**src/rtl/lif_block_n.sv**
```systemverilog
// Leaky integrate-and-fire neuron over N_IN masked W-bit channels, with step enable and refractory period.
// Latency: sampled inputs reach potential/spike on the following update edge; no backpressure, one step per en.
module lif_block_n #(
    parameter int N_IN       = 4,
    parameter int W          = 4,
    parameter int ACC_W      = 8,
    parameter int LEAK_SHIFT = 2,
    parameter int THRESHOLD  = 40,
    parameter int REFRAC     = 2
) (
    input  logic                clk,
    input  logic                reset,
    input  logic                en,
    input  logic [N_IN*W-1:0]   in_flat,
    input  logic [N_IN-1:0]     in_mask,
    output logic [W-1:0]        out,
    output logic                spike,
    output logic [ACC_W-1:0]    potential,
    output logic                refractory
);

    localparam int SUM_W = W + $clog2(N_IN);

    typedef enum logic {INTEGRATE, REFRACTORY} state_t;

    logic [W-1:0]     buf_in [N_IN];
    logic             en_d;
    logic [ACC_W-1:0] v, v_nxt;
    state_t           state, state_nxt;
    logic [3:0]       cnt, cnt_nxt;
    logic             spike_nxt;
    logic [SUM_W-1:0] sum;
    logic [ACC_W-1:0] leaked;
    logic [ACC_W:0]   acc;
    logic [ACC_W-1:0] nxt_sat;

    // Stage 0: masking is applied here, so a mask change only matters on the next sampling cycle.
    always_ff @(posedge clk) begin
        if (reset) begin
            for (int i = 0; i < N_IN; i++) buf_in[i] <= '0;
            en_d <= 1'b0;
        end else begin
            en_d <= en;
            if (en) begin
                for (int i = 0; i < N_IN; i++)
                    buf_in[i] <= in_mask[i] ? in_flat[i*W +: W] : '0;
            end
        end
    end

    always_comb begin
        sum = '0;
        for (int i = 0; i < N_IN; i++) sum = sum + SUM_W'(buf_in[i]);
    end

    always_comb begin
        leaked  = v - (v >> LEAK_SHIFT);
        acc     = {1'b0, leaked} + (ACC_W+1)'(sum);
        nxt_sat = acc[ACC_W] ? '1 : acc[ACC_W-1:0];
    end

    always_comb begin
        v_nxt     = v;
        state_nxt = state;
        cnt_nxt   = cnt;
        spike_nxt = 1'b0;
        if (en_d) begin
            case (state)
                INTEGRATE: begin
                    if (nxt_sat >= ACC_W'(THRESHOLD)) begin
                        v_nxt     = '0;
                        spike_nxt = 1'b1;
                        cnt_nxt   = 4'(REFRAC);
                        state_nxt = (REFRAC != 0) ? REFRACTORY : INTEGRATE;
                    end else begin
                        v_nxt = nxt_sat;
                    end
                end
                REFRACTORY: begin
                    // Input is discarded while refractory; cnt counts the skipped steps.
                    v_nxt   = '0;
                    cnt_nxt = cnt - 4'd1;
                    if (cnt == 4'd1) state_nxt = INTEGRATE;
                end
                default: state_nxt = INTEGRATE;
            endcase
        end
    end

    always_ff @(posedge clk) begin
        if (reset) begin
            state <= INTEGRATE;
            v     <= '0;
            cnt   <= '0;
            spike <= 1'b0;
        end else begin
            state <= state_nxt;
            v     <= v_nxt;
            cnt   <= cnt_nxt;
            spike <= spike_nxt;
        end
    end

    assign out        = {W{spike}};
    assign potential  = v;
    assign refractory = (state == REFRACTORY);

endmodule
```
**config.mk**
```make
export PLATFORM = sky130hd
export DESIGN_NAME = lif_block_n
export DESIGN_NICKNAME = d
export VERILOG_FILES = /design/src/rtl/lif_block_n.sv
export SDC_FILE = /design/constraint.sdc
export NUM_CORES = 1
export LEC_CHECK = 0
export CORE_MARGIN = 1.5
export CORE_UTILIZATION = 35
export DETAILED_ROUTE_END_ITERATION = 12
export GPL_ROUTABILITY_DRIVEN = 0
export SYNTH_ARGS = -nofsm -noshare
export SYNTH_HDL_FRONTEND = slang
export SYNTH_SLANG_ARGS = --single-unit
```
**constraint.sdc**
```tcl
create_clock -name clk -period 5.8 [get_ports clk]
set_input_delay 0.58 -clock clk [delete_from_list [all_inputs] [get_ports clk]]
set_output_delay 0.58 -clock clk [all_outputs]
set_load 0.005 [all_outputs]
```
==> run metrics <==
run status complete, no violations; diodes inserted 0; Worst R2R Setup Slack 530 ps; portion of the clock cycle consumed by the worst path in the final layout 90.9%; Hold Worst Slack 499 ps; maximum clock skew at final layout 2.31 ps; total area of multi-input combinational cells 1160 um^2; post-route setup TNS 0 ps; Worst-Margin Slew 757 ps; critical path type reg -> reg; peak clock frequency supported by timing 190 MHz; number of port buffers 36; number of failing hold endpoints at the final stage 0; iteration count of the initial detailed-routing pass 4; number of buffers inserted to repair setup after CTS 0; global routing usage summed across all routing layers 13.6%; synthesized area per cell 10.4 um^2; via count of the first global-routing pass 1481; Crit-path slowest cell or3_1; end of the worst register-to-register path potential[4]; buffers from clock root to sink, at most 2; clock period minus final worst setup slack 5270 ps; vias after detailed routing 1556; cell area after layout 2610 um^2; number of antenna violations at the first check in global routing 0; ANT nets after route 0; fraction of final layout cells sized beyond drive strength 1 5.96%; height of the die 80.7 um; share of the yosys chip area belonging to registers 36.9%; total DRC errors in the routed layout 0; worst endpoint data arrival time 5460 ps; cts bufs inserted 5; average routed wire per standard cell 12.5 um; Die Width 80.7 um; hold buffers post-CTS 0; area growth from synthesis to final layout 23.4%; number of different library cells in the post-synthesis netlist 43; largest incremental delay on the critical path 560 ps; post-route core utilization 44.3%; family with the most delay on the worst path adder cells; critical path startpoint potential[2]; number of cells on the worst reg-to-reg path 16; Net count, final 288; net count of the mapped netlist 257; Starting DRT DRC Count 61; Crit path top cell by count fa_1; class of the worst hold path reg -> reg; ys async rst share 0%; Syn. warnings 0; commonest non-fill, non-tap cell in the layout clkdlybuf4s50_1; Rows 28; # H-tree levels 2; Placed Area 2500 um^2; chain of cells forming the critical path ha_1 > inv_1 > fa_1 > fa_1 > inv_1 > fa_1 > fa_1 > inv_1 > ha_1 > fa_1 > a21o_1 > a21oi_1 > xor2_1 > nor3_1 > or3_1 > o41ai_4; most common flop cell mapped by yosys edfxtp_1; CP bufs+invs 3; cell chosen for the clock root clkbuf_8; count of endpoints failing setup in the final report 0; placeable core region 5890 um^2; register area 781 um^2; endpoint of the worst setup timing path potential[4]; Slew Viols, Final 0; flops & latches, synth 31; cells after synthesis 203; hold wc startpoint cnt[1]; clock latency on the worst-skew pair 280 ps; pin count of the biggest net entering global routing 23; post-detailed-placement half-perimeter wirelength 3070 um; total I/O pin count 37; worst slew margin relative to its limit 49.5%; global-route wire length before repair 6730 um; count of flip-flops with a built-in enable after synthesis 16; residual overflow from global routing 0; CTS tree yes; critical path depth 16; area of the die 6520 um^2; unrepaired setup endpoints after global routing false; number of clock sinks 31; sum of routed wire length over all layers 3870 um; launch instance of the worst register-to-register path potential[2]; maximum fanout encountered on the critical timing path 10; leading cell types in the layout, fill and taps excluded clkdlybuf4s50_1, inv_1, ha_1, and3_1, edfxtp_1; Crit path required time 5990 ps; synthesized cell area 2110 um^2; kind of end point of the critical path flip-flop; max-cap viol count 0; Starting Density 35.9%; CTS clk-pin slew, worst paths 70 ps; Critical Path Start Type flip-flop; number of filler cells placed in the layout 593; post-CTS sizing 0; Avg Vias per Cell 5.02
cells by family after synthesis:
logic type | share of synthesized area (%)
AND/OR/NAND/NOR | 15.7
buffers and inverters | 7.99
AO/OA/AOI/OAI | 13.9
adder cells (fa/ha/maj) | 22.6
flip-flops | 36.9
XOR/XNOR | 2.90
final cells by class:
cell class	count	share of cell area, %
timing repair buffer	36	13.8
clock inverter	3	1.49
inverter	27	3.88
multi-input combinational	133	44.7
tap	75	3.60
clock buffer	5	2.64
sequential	31	29.9
worst reg2reg max path: stages, from the launching register on:
cell and delay (ps):
dfxtp_1 440, ha_1 260, inv_1 70, fa_1 490
fa_1 510, inv_1 50, fa_1 470, fa_1 510
inv_1 40, ha_1 230, fa_1 470, a21o_1 200
a21oi_1 170, xor2_1 220, nor3_1 100, or3_1 560
o41ai_4 370
registers in the layout (all words and copies together) (netlist names):
register    count
cnt             4
spike           1
buf_in         16
potential       8
en_d            1
refractory      1
stage by stage:
stage                     worst slack (ps)  std cells
final                                  527        310
after global routing                   255        310
after CTS                              516        310
after detailed placement               568        302
after global placement                 634        302
after floorplan                       1030        203
how the worst min path moves through the flow:
stage	slack, ps	to	cells after the start
after floorplan	460	cnt[1]	1
after global placement	470	cnt[1]	1
after detailed placement	480	cnt[1]	1
after CTS	500	cnt[1]	1
after global routing	510	cnt[1]	1
final	500	cnt[1]	1
metal layers:
metal  GRT usage, %  part of all wire, %  vias up  wire length (um)
met5              0                    0        -                 0
met4           4.66                  1.7        0                66
met3           3.75                  4.3        7               168
met2           21.5                   45       38              1730
met1           18.0                   49      725              1910
li1               -                    -      786                 -
cell usage after synthesis, types with 2 or more instances:
cell type | instances | area (um^2)
a211oi_1 | 2 | 15.0
a21o_1 | 4 | 30.0
a21oi_1 | 7 | 35.0
a311oi_1 | 5 | 43.8
and3_1 | 16 | 100
buf_4 | 4 | 30.0
clkbuf_1 | 7 | 26.3
dfxtp_1 | 15 | 300
edfxtp_1 | 16 | 480
fa_1 | 12 | 240
ha_1 | 19 | 238
inv_1 | 27 | 101
nand2_1 | 7 | 26.3
nand2b_1 | 4 | 25.0
nand3_1 | 3 | 15.0
nand3b_1 | 2 | 15.0
nor2_1 | 6 | 22.5
nor3_1 | 6 | 30.0
o211ai_1 | 2 | 15.0
o21a_1 | 2 | 15.0
o21ai_0 | 3 | 15.0
o31ai_1 | 2 | 15.0
o32ai_1 | 4 | 35.0
o41ai_1 | 2 | 17.5
or3_1 | 2 | 12.5
or3b_2 | 2 | 17.5
xnor2_1 | 5 | 43.8
xor2_1 | 2 | 17.5
Power is not shown: default switching activity piles up to over one toggle a cycle in this logic, so the estimate is an artifact.
